--- src/rtl/gradient_kernel_engine.sv ---
// Prewitt-style gradient engine: KxK pixel window in, saturated Gx/Gy or |Gx|+|Gy| with edge flag out.
// Five-stage pipeline that advances only while downstream is ready; mode and threshold are latched per frame.
module gradient_kernel_engine #(
    parameter int DATA_WIDTH  = 8,
    parameter int KERNEL_SIZE = 5,
    parameter int OUT_WIDTH   = 16
) (
    input  logic                                                    i_clk,
    input  logic                                                    i_aresetn,
    input  logic [KERNEL_SIZE-1:0][KERNEL_SIZE-1:0][DATA_WIDTH-1:0] i_window,
    input  logic                                                    i_data_valid,
    input  logic                                                    i_start_of_frame,
    input  logic                                                    i_mode,
    input  logic [OUT_WIDTH-1:0]                                    i_threshold,
    input  logic                                                    i_ready,
    output logic                                                    o_ready,
    output logic [2*OUT_WIDTH-1:0]                                  o_data,
    output logic                                                    o_data_valid,
    output logic                                                    o_start_of_frame
);
    localparam int K  = KERNEL_SIZE;
    localparam int H  = (K - 1) / 2;
    localparam int OW = OUT_WIDTH;
    localparam int GW = DATA_WIDTH + $clog2(K * K * H) + 2;
    // Extended width holds |Gx|+|Gy| and every clamp bound without wrapping.
    localparam int EW = ((GW > OW) ? GW : OW) + 2;

    typedef logic [K-1:0][K-1:0][DATA_WIDTH-1:0] window_t;
    typedef logic [GW-1:0]                       sum_t;
    typedef logic signed [GW-1:0]                grad_t;
    typedef logic signed [EW-1:0]                ext_t;

    localparam ext_t SMAX = {{(EW-OW+1){1'b0}}, {(OW-1){1'b1}}};
    localparam ext_t SMIN = {{(EW-OW+1){1'b1}}, {(OW-1){1'b0}}};
    localparam ext_t UMAX = {{(EW-OW){1'b0}}, {OW{1'b1}}};

    function automatic grad_t weighted(input int w, input sum_t s);
        grad_t w_g;
        w_g = grad_t'(w);
        return w_g * $signed(s);
    endfunction

    function automatic logic [OW-1:0] sat_s(input ext_t v);
        logic [OW-1:0] r;
        if (v > SMAX) begin
            r = SMAX[OW-1:0];
        end else if (v < SMIN) begin
            r = SMIN[OW-1:0];
        end else begin
            r = v[OW-1:0];
        end
        return r;
    endfunction

    function automatic logic [OW-1:0] sat_u(input ext_t v);
        logic [OW-1:0] r;
        if (v > UMAX) begin
            r = UMAX[OW-1:0];
        end else begin
            r = v[OW-1:0];
        end
        return r;
    endfunction

    function automatic ext_t abs_e(input ext_t v);
        return v[EW-1] ? -v : v;
    endfunction

    window_t                 win_q;
    logic [4:0]              vld_q;
    logic [4:0]              sof_q;
    logic                    frame_mode_q;
    logic [OW-1:0]           frame_thr_q;
    logic [2:0]              mode_q;
    logic [2:0][OW-1:0]      thr_q;
    logic [K-1:0][GW-1:0]    col_q;
    logic [K-1:0][GW-1:0]    row_q;
    grad_t                   gx_q;
    grad_t                   gy_q;
    logic [2*OW-1:0]         res_q;
    logic [2*OW-1:0]         data_q;

    logic                    sof_take_s;
    logic                    mode_src_s;
    logic [OW-1:0]           thr_src_s;
    logic [K-1:0][GW-1:0]    col_sum_s;
    logic [K-1:0][GW-1:0]    row_sum_s;
    grad_t                   gx_s;
    grad_t                   gy_s;
    ext_t                    gx_e_s;
    ext_t                    gy_e_s;
    ext_t                    mag_s;
    logic [OW-1:0]           mag_sat_s;
    logic                    flag_s;
    logic [2*OW-1:0]         res_s;

    assign sof_take_s       = i_data_valid & i_start_of_frame;
    assign o_ready          = i_ready;
    assign o_data           = data_q;
    assign o_data_valid     = vld_q[4];
    assign o_start_of_frame = sof_q[4];

    // Mode source for S1: a valid SOF window uses the live inputs, all others the frame registers.
    always_comb begin
        mode_src_s = frame_mode_q;
        thr_src_s  = frame_thr_q;
        if (sof_take_s) begin
            mode_src_s = i_mode;
            thr_src_s  = i_threshold;
        end else begin
            mode_src_s = frame_mode_q;
            thr_src_s  = frame_thr_q;
        end
    end

    // S2: per-column and per-row pixel sums of the registered window.
    always_comb begin
        col_sum_s = '0;
        row_sum_s = '0;
        for (int r = 0; r < K; r++) begin
            for (int c = 0; c < K; c++) begin
                col_sum_s[c] = col_sum_s[c] + sum_t'(win_q[r][c]);
                row_sum_s[r] = row_sum_s[r] + sum_t'(win_q[r][c]);
            end
        end
    end

    // S3: weighted combine; the centre column and row carry zero weight and are skipped.
    always_comb begin
        gx_s = '0;
        gy_s = '0;
        for (int c = 0; c < H; c++) begin
            gx_s = gx_s + weighted(c - H, col_q[c]);
        end
        for (int c = H + 1; c < K; c++) begin
            gx_s = gx_s + weighted(c - H, col_q[c]);
        end
        for (int r = 0; r < H; r++) begin
            gy_s = gy_s + weighted(H - r, row_q[r]);
        end
        for (int r = H + 1; r < K; r++) begin
            gy_s = gy_s + weighted(H - r, row_q[r]);
        end
    end

    // S4: mode operation and saturation, using the mode that travelled with this window.
    always_comb begin
        gx_e_s    = ext_t'(gx_q);
        gy_e_s    = ext_t'(gy_q);
        mag_s     = abs_e(gx_e_s) + abs_e(gy_e_s);
        mag_sat_s = sat_u(mag_s);
        flag_s    = (mag_sat_s >= thr_q[2]);
        res_s     = '0;
        if (mode_q[2]) begin
            res_s = {{(OW-1){1'b0}}, flag_s, mag_sat_s};
        end else begin
            res_s = {sat_s(gy_e_s), sat_s(gx_e_s)};
        end
    end

    // Pipeline registers, frame latch and valid/SOF taps, all gated by downstream ready.
    always_ff @(posedge i_clk or negedge i_aresetn) begin
        if (!i_aresetn) begin
            win_q        <= '0;
            vld_q        <= '0;
            sof_q        <= '0;
            frame_mode_q <= 1'b0;
            frame_thr_q  <= '0;
            mode_q       <= '0;
            thr_q        <= '0;
            col_q        <= '0;
            row_q        <= '0;
            gx_q         <= '0;
            gy_q         <= '0;
            res_q        <= '0;
            data_q       <= '0;
        end else if (i_ready) begin
            win_q  <= i_window;
            vld_q  <= {vld_q[3:0], i_data_valid};
            sof_q  <= {sof_q[3:0], sof_take_s};
            if (sof_take_s) begin
                frame_mode_q <= i_mode;
                frame_thr_q  <= i_threshold;
            end
            mode_q <= {mode_q[1:0], mode_src_s};
            thr_q  <= {thr_q[1:0], thr_src_s};
            col_q  <= col_sum_s;
            row_q  <= row_sum_s;
            gx_q   <= gx_s;
            gy_q   <= gy_s;
            res_q  <= res_s;
            data_q <= res_q;
        end
    end

endmodule

--- config.mk ---
export PLATFORM = sky130hd
export DESIGN_NAME = gradient_kernel_engine
export DESIGN_NICKNAME = d
export VERILOG_FILES = /design/src/rtl/gradient_kernel_engine.sv
export SDC_FILE = /design/constraint.sdc
export NUM_CORES = 1
export LEC_CHECK = 0
export BUFFER_PORTS_ARGS = -buffer_cell sky130_fd_sc_hd__buf_2
export CAP_MARGIN = 25
export CORE_ASPECT_RATIO = 1.1
export CORE_MARGIN = 10
export CORE_UTILIZATION = 50
export CTS_BUF_LIST = sky130_fd_sc_hd__clkbuf_8
export CTS_CLUSTER_DIAMETER = 120
export CTS_CLUSTER_SIZE = 12
export DETAILED_ROUTE_END_ITERATION = 7
export GPL_ROUTABILITY_DRIVEN = 1
export HOLD_SLACK_MARGIN = 0.1
export PLACE_DENSITY_LB_ADDON = 0.05
export SYNTH_ARGS = -nofsm -noshare
export SYNTH_HDL_FRONTEND = slang
export SYNTH_SLANG_ARGS = --single-unit
--- constraint.sdc ---
create_clock -name i_clk -period 8.7 [get_ports i_clk]
set_input_delay 1.74 -clock i_clk [delete_from_list [all_inputs] [get_ports i_clk]]
set_output_delay 1.74 -clock i_clk [all_outputs]
set_load 0.01 [all_outputs]
Word level (Yosys, flattened, before mapping)
Cells that the tools add are included.
- register bits after elaboration: 462
- output and inout bits: 35
- word-level logic and storage cells: 105
- add/subtract/negate cells: 45
- order comparisons: 6
- multiplexer cells: 9
- bitwise operators: 1
- reduce and logical (&&, ||, !) cells: 1
- operators by type and width (kind ; number):
    $add 11x8->12 ; 8
    $add 10x8->11 ; 8
    $add 9x8->10 ; 8
    $mux 16 ; 5
    $add 8x8->9 ; 8
    $add 16x16->16 ; 4
    $mux 18 ; 2
    $neg 16->18 ; 2
    $gt 16x16->1 const B ; 2
    $lt 16x16->1 const B ; 2
    $mux 32 ; 1
    $neg 16->16 ; 2
    $neg 12->15 ; 2
    $add 18x18->18 ; 1
    $gt 18x17->1 const B ; 1
    $add 14x16->16 ; 1
    $add 16x14->16 ; 1
    $ge 16x16->1 ; 1
    $reduce_and 2->1 ; 1
    $and 1x1->1 ; 1
    $mux 1 ; 1

Depth between registers and ports, before layout
Gate-level depths: netlist (run 1).
- depth in word-level cells: 7
- depth in mapped cells: 26

Least setup slack after synthesis (run 1)
Ideal clock, no wire load.
- kind: reg2reg
- from: register gy_q[2]
- to: register res_q[16]
- library setup time: 0.132 ns
- data arrival time: 5.065 ns
- required time: 8.568 ns
- slack: 3.503 ns
- cell stages (with the launch flop): 25
- buffers on the path: 1
- period minus slack after synthesis: 5.197 ns
- cells stage by stage: dfrtp_1 > or3_1 > or3_1 > or3_1 > or3_4 > o21ai_1 > xnor2_1 > ha_1 > and3_4 > a221o_1 > a21oi_1 > o22ai_1 > a21oi_2 > o32ai_4 > buf_4 > nor2_1 > ha_1 > nand2b_1 > a21o_1 > a21o_1 > a211o_1 > a21oi_1 > o21ai_0 > a221oi_1 > o21ai_0
- word-level cells in the longest chain between the ends: 7
- elaborated cells between the ends (all ways): 11
- classes of those cells: add/sub: 2; order compare: 4; mux: 5
- ends and longest elaborated chain (element ; line ; text):
    start: declaration ; 79 ; grad_t gy_q;
    start signal: assignment ; 190 ; gy_q <= gy_s;
    $neg 16->18 ; 66 ; return v[EW-1] ? -v : v;
    $mux 18 ; 66 ;
    $add 18x18->18 ; 150 ; mag_s = abs_e(gx_e_s) + abs_e(gy_e_s);
    $gt 18x17->1 ; 57 ; if (v > UMAX) begin
    $mux 16 ; 57 ;
    $ge 16x16->1 ; 152 ; flag_s = (mag_sat_s >= thr_q[2]);
    $mux 32 (*) ; 154 ; if (mode_q[2]) begin
    end signal: assignment ; 191 ; res_q <= res_s;
    end: declaration ; 80 ; logic [2*OW-1:0] res_q;
Mark *: on every way between the ends. The rest lies on a longest branch, timed or not.
A chain may end at the register's enable or synchronous reset.

Final worst setup path (run 1)
Ends and elaborated chain as after synthesis.

==> out/summary.txt, run 1 <==
Remaining DRCs - 0
clock transition at the registers of the reported paths - 0.08 ns
clock net sink count - 437
Clock Tree Root - clkbuf_8
Post-Synthesis Cells - 2247
worst hold margin - 0.4795 ns
flops & latches, synth - 437
cell area after synthesis - 0.02706 mm²
GP Congestion - 0.8466
final hold viol count - 0
Fillers - 4698
Final ANT Viol Nets - 0
worst rel slew slack - 0.3596
Post-synth top cells - dfrtp_1, mux2_2, inv_1
clk buf depth - 3
Max Cap Violations - 0
Num CTS Buffers - 42
Die X-Extent - 241.8 µm
Final Net Count - 3082
syn avg cell area - 12.04 µm²
Synth top area share - 0.4041
FF-to-FF setup slack - 3.12 ns
post-DP HPWL - 53090 µm
crit end category - flip-flop
fin crit share - 0.6408
Wirelength per Cell - 20.87 µm
number of synthesized flops with an enable pin - 0
Worst setup SP type - flip-flop
setup TNS - 0 ns
first-pass GRT wire length - 106400 µm
# hold bufs at CTS - 0
DR iter-0 viols - 899
Max FO, Critical Path - 16
Synth area leaders - dfrtp_1, fa_1, mux2_2
fmax - 0.1794 GHz
grt total ovfl - 0
TritonCTS clock tree - yes
Setup Buffers After CTS - 0
Syn-to-layout area delta - 9.719%
routed wire length - 66880 µm
port bufs - 248
RSZ-0062 raised after global routing - no
share of layout cells above drive strength 1 - 0.2478
HP Class - flip-flop to flip-flop
Die ar. - 0.06384 mm²
run status - completed
Synth warnings - 0
Slew @ Worst Pin - 0.9607 ns
clock latency on the worst-skew pair - 0.66 ns
I/O pin total - 257
Tmin final - 5.575 ns
Rows - 89
Yosys cell types - 64
area leader, netlist - dfrtp_1
Final Max Slew Viols - 0
vias in the first global route - 18690
largest net degree at the start of global routing - 170
Tot GR Track Use - 0.2107
crit path DAT - 6.09 ns
Post-synth top flop - dfrtp_1
Die Span Y - 264.0 µm
count leader, synth - dfrtp_1
Finish-stage setup viols - 0
Via-to-Cell Ratio - 5.277
post-cts repair resize count - 0
register area share after synthesis - 0.4041
ys async rst share - 1.000
core box area - 0.05356 mm²
initial antenna violation count - 1
critical path required time - 9.22 ns
routed via count - 16910
Setup Crit Path Kind - flip-flop to flip-flop
first drt pass iteration count - 7
H-tree depth - 2
initial core utilization - 0.5052
clock skew - 0.05165 ns
registers in the layout, summed over array words and instances (netlist names):
name and cells:
win_q 192, thr_q 48, col_q 44, row_q 44, o_data 32, res_q 32, gx_q 16, gy_q 16
sof_q 5, vld_q 5, mode_q 3
critical path: stages, from the launching register on:
cell,delay [ns]
dfrtp_1,0.44
or3_1,0.38
or3_1,0.33
or3_1,0.33
or3_4,0.37
o21ai_1,0.17
xnor2_1,0.13
ha_1,0.32
and3_4,0.20
a221o_1,0.34
a21oi_1,0.14
o22ai_1,0.10
a21oi_2,0.15
o32ai_4,0.20
nor2_1,0.18
ha_1,0.24
nand2b_1,0.14
a21o_1,0.17
a21o_1,0.17
a211o_1,0.28
a21oi_1,0.12
o21ai_0,0.13
a221oi_1,0.28
o21ai_0,0.13
final timing paths:
path                                  startpoint                     to  depth (start not counted)
max                          gy_q[2]$_DFFE_PN0P_  res_q[16]$_DFFE_PN0P_                         23
min                        thr_q[29]$_DFFE_PN0P_  thr_q[45]$_DFFE_PN0P_                          2
max reg2reg                  gy_q[2]$_DFFE_PN0P_  res_q[16]$_DFFE_PN0P_                         23
min reg2reg                thr_q[29]$_DFFE_PN0P_  thr_q[45]$_DFFE_PN0P_                          2
max in group asynchronous              i_aresetn  win_q[36]$_DFFE_PN0P_                          2
min in group asynchronous              i_aresetn  thr_q[10]$_DFFE_PN0P_                          1
cells by family (layout without fill, tap and decap cells):
| logic type | after synthesis | count (layout) | synth area share |
|---|---|---|---|
| buffers and inverters | 313 | 539 | 0.04379 |
| flip-flops | 437 | 437 | 0.4041 |
| other | 1 | 4 | 0.0001386 |
| multiplexers | 305 | 305 | 0.1267 |
| XOR/XNOR | 105 | 105 | 0.03399 |
| adder cells (fa/ha/maj) | 388 | 388 | 0.2429 |
| AO/OA/AOI/OAI | 348 | 348 | 0.08286 |
| AND/OR/NAND/NOR | 350 | 350 | 0.06547 |
cell usage in the layout (no fill, tap or decap), drive strengths merged, types with 13 or more instances in the layout:
master,Yosys,routed
nand2b,27,27
o21ai,148,148
mux2,297,297
xor2,27,27
a21boi,18,18
o31ai,15,15
a211oi,14,14
o21a,16,16
or3,20,20
a221o,17,17
clkbuf,68,43
nand2,113,113
xnor2,78,78
inv,235,237
nor3b,19,19
a21oi,55,55
fa,229,229
dfrtp,437,437
ha,159,159
nor3,34,34
nor2,69,69
nand3b,22,22
buf,10,258
a21o,36,36
nor2b,13,13
final cells by class:
cell class	instances	area (µm²)	share of cell area
Antenna cell	2	5.005	0.0001686
Clock buffer	43	591.8	0.01993
Clock inverter	3	27.53	0.0009271
Inverter	235	882.1	0.02971
Multi-Input combinational cell	1498	14940	0.5033
Sequential cell	437	10940	0.3683
Tap cell	728	910.9	0.03068
Timing Repair Buffer	258	1394	0.04695
stage by stage:
stage                     instance area [µm²]  setup slack (ns)  std cells    util
final                                   29690             3.125       3204  0.5543
after global routing                    29690             2.702       3204  0.5543
after CTS                               29660             3.116       3201  0.5537
after detailed placement                29040             3.129       3155  0.5421
after global placement                  29040             3.156       3155  0.5421
after floorplan                         27060             3.503       2248       -
per-layer routing:
layer,part of all wire,vias to the layer above,GRT usage
met4,0.017,0,0.04149
met1,0.44,8546,0.2707
met3,0.033,65,0.03250
met2,0.51,247,0.3723
li1,-,8051,-
met5,0,-,0
Power of run 1 is not shown: default switching activity piles up to over one toggle a cycle in this logic, so the estimate is an artifact.
==> run 2, diff against run 1 <==
Clock period 8.7 ns to 5.8 ns, I/O delays scaled along.
==> run 2 against run 1 <==
  * Clock skew is 0.016 ns lower
  * First-iteration DRC count is 10% lower
  * Die area stayed put
  * Critical endpoint unchanged
==> out/summary.txt, run 2 (synthesis results as in run 1) <==
initial antenna violation count - 1 (unchanged)
largest net degree at the start of global routing - 139 (was 170)
Worst setup SP type - flip-flop (unchanged)
Slew @ Worst Pin - 0.8259 ns (was 0.9607 ns)
final hold viol count - 0 (unchanged)
Final Net Count - 3095 (was 3082)
core box area - 0.05356 mm² (unchanged)
Tmin final - 5.537 ns (was 5.575 ns)
first-pass GRT wire length - 106500 µm (was 106400 µm)
HP Class - flip-flop to flip-flop (unchanged)
I/O pin total - 257 (unchanged)
CP startpoint - gy_q[4]$_DFFE_PN0P_ (was gy_q[2]$_DFFE_PN0P_)
Remaining DRCs - 0 (unchanged)
Register Area - 0.01094 mm² (about the same)
Multi-input gate area - 0.01496 mm² (was 0.01494 mm²)
clock transition at the registers of the reported paths - 0.08 ns (about the same)
critical path required time - 6.32 ns (was 9.22 ns)
share of layout cells above drive strength 1 - 0.2529 (was 0.2478)
crit end category - flip-flop (unchanged)
# hold bufs at CTS - 0 (unchanged)
Final Max Slew Viols - 0 (unchanged)
most common cell after layout, fill and taps aside - dfrtp_1 (unchanged)
reg2reg start - gy_q[4]$_DFFE_PN0P_ (was gy_q[2]$_DFFE_PN0P_)
Die Span Y - 264.0 µm (unchanged)
worst rel slew slack - 0.4478 (was 0.3596)
GR Layer Usage met3 - 0.02866 (was 0.03250)
worst reg2reg path endpoint - res_q[16]$_DFFE_PN0P_ (unchanged)
Clock Tree Root - clkbuf_8 (unchanged)
flip-flop count of the largest register after layout - 192 (unchanged)
Hold Path Stages - 2 (unchanged)
Die X-Extent - 241.8 µm (unchanged)
first drt pass iteration count - 5 (was 7)
GP Congestion - 0.8623 (was 0.8466)
run status - completed (unchanged)
grt total ovfl - 0 (unchanged)
Rows - 89 (unchanged)
routed wire length - 67230 µm (was 66880 µm)
Max FO, Critical Path - 6 (was 16)
Syn-to-layout area delta - 10.11% (was 9.719%)
Via-to-Cell Ratio - 5.268 (was 5.277)
clock skew - 0.03530 ns (was 0.05165 ns)
vias in the first global route - 18770 (was 18690)
fmax - 0.1806 GHz (was 0.1794 GHz)
GRT busiest layer - met2 (unchanged)
worst hold start - thr_q[30]$_DFFE_PN0P_ (was thr_q[29]$_DFFE_PN0P_)
post-DP HPWL - 53230 µm (was 53090 µm)
Die ar. - 0.06384 mm² (unchanged)
clock latency on the worst-skew pair - 0.65 ns (was 0.66 ns)
H-tree depth - 2 (unchanged)
worst hold margin - 0.4795 ns (about the same)
initial core utilization - 0.5052 (unchanged)
TritonCTS clock tree - yes (unchanged)
commonest non-fill, non-tap cells in the layout - dfrtp_1, mux2_2, buf_2, inv_1, fa_1 (unchanged)
port bufs - 248 (unchanged)
clk buf depth - 3 (unchanged)
DR iter-0 viols - 809 (was 899)
Reg with most FFs - win_q (unchanged)
Top Registers - win_q x192, thr_q x48 (unchanged)
Finish-stage setup viols - 0 (unchanged)
FF-to-FF setup slack - 0.26 ns (was 3.12 ns)
R2R depth - 23 (unchanged)
Wirelength per Cell - 20.90 µm (was 20.87 µm)
routed via count - 16950 (was 16910)
Num CTS Buffers - 42 (unchanged)
clock net sink count - 437 (unchanged)
Global Route met2 Usage - 0.3766 (was 0.3723)
fin crit share - 0.9547 (was 0.6408)
met1 Usage GRT - 0.2714 (was 0.2707)
Max Cap Violations - 0 (unchanged)
Fillers - 4653 (was 4698)
hold-critical path endpoint - thr_q[46]$_DFFE_PN0P_ (was thr_q[45]$_DFFE_PN0P_)
crit path DAT - 6.05 ns (was 6.09 ns)
Final ANT Viol Nets - 0 (unchanged)
Setup Crit Path Kind - flip-flop to flip-flop (unchanged)
Tot GR Track Use - 0.2118 (was 0.2107)
run 2: cell type report:
type                            instances  area share
Multi-Input combinational cell       1499      0.5022
Tap cell                              728     0.03057
Clock inverter                          3   0.0009239
Sequential cell                       437      0.3671
Inverter                              235     0.02961
Clock buffer                           43     0.01986
Timing Repair Buffer                  270     0.04955
Antenna cell                            2   0.0001680
run 2: worst max-delay path, stage by stage, from the launching register on:
cell and delay (ns):
dfrtp_1 0.42, or3_1 0.39, or3_1 0.33, or3_1 0.34, or3_4 0.38, o21ai_1 0.18
xnor2_1 0.19, ha_2 0.35, and3_4 0.18, a221o_1 0.35, a21oi_1 0.14, o22ai_1 0.10
a21oi_2 0.18, o32ai_4 0.16, buf_4 0.18, a2111o_1 0.43, ha_1 0.31, nor2b_1 0.13
o21ai_0 0.17, nand3b_1 0.09, o21ai_0 0.10, a21oi_1 0.10, a21oi_1 0.14, o21ai_0 0.09
run 2: timing repair:
item                       4_1_cts  5_1_grt
setup buffers                    0        8
gates resized for setup          0        4
setup endpoints to repair        0        1
run 2: per-layer routing:
metal | part of all wire | up-vias | wire length (µm)
met3 | 0.029 | 68 | 1965
met4 | 0.017 | 0 | 1174
met1 | 0.44 | 8561 | 29530
met2 | 0.51 | 252 | 34560
met5 | 0 | - | 0
li1 | - | 8065 | -
run 2: worst max path at each step:
| stage | to | depth (start not counted) |
|---|---|---|
| 2_1_floorplan | res_q[16]$_DFFE_PN0P_ | 24 |
| 3_3_place_gp | res_q[16]$_DFFE_PN0P_ | 23 |
| 3_5_place_dp | res_q[16]$_DFFE_PN0P_ | 23 |
| 4_1_cts | res_q[16]$_DFFE_PN0P_ | 23 |
| 5_1_grt | res_q[16]$_DFFE_PN0P_ | 23 |
| 6_report | res_q[16]$_DFFE_PN0P_ | 23 |
run 2: stage by stage:
step | setup TNS, ns | instances | area, µm² | setup slack, ns | util
floorplan | 0 | 2248 | 27060 | 0.6029 | -
global placement | 0 | 3160 | 29090 | 0.1759 | 0.5431
detailed placement | 0 | 3160 | 29090 | 0.1936 | 0.5431
CTS | 0 | 3206 | 29710 | 0.1880 | 0.5546
global route | -0.00001110 | 3217 | 29790 | -0.00001110 | 0.5563
finish | 0 | 3217 | 29790 | 0.2628 | 0.5563
Power of run 2 is left out for the same reason.
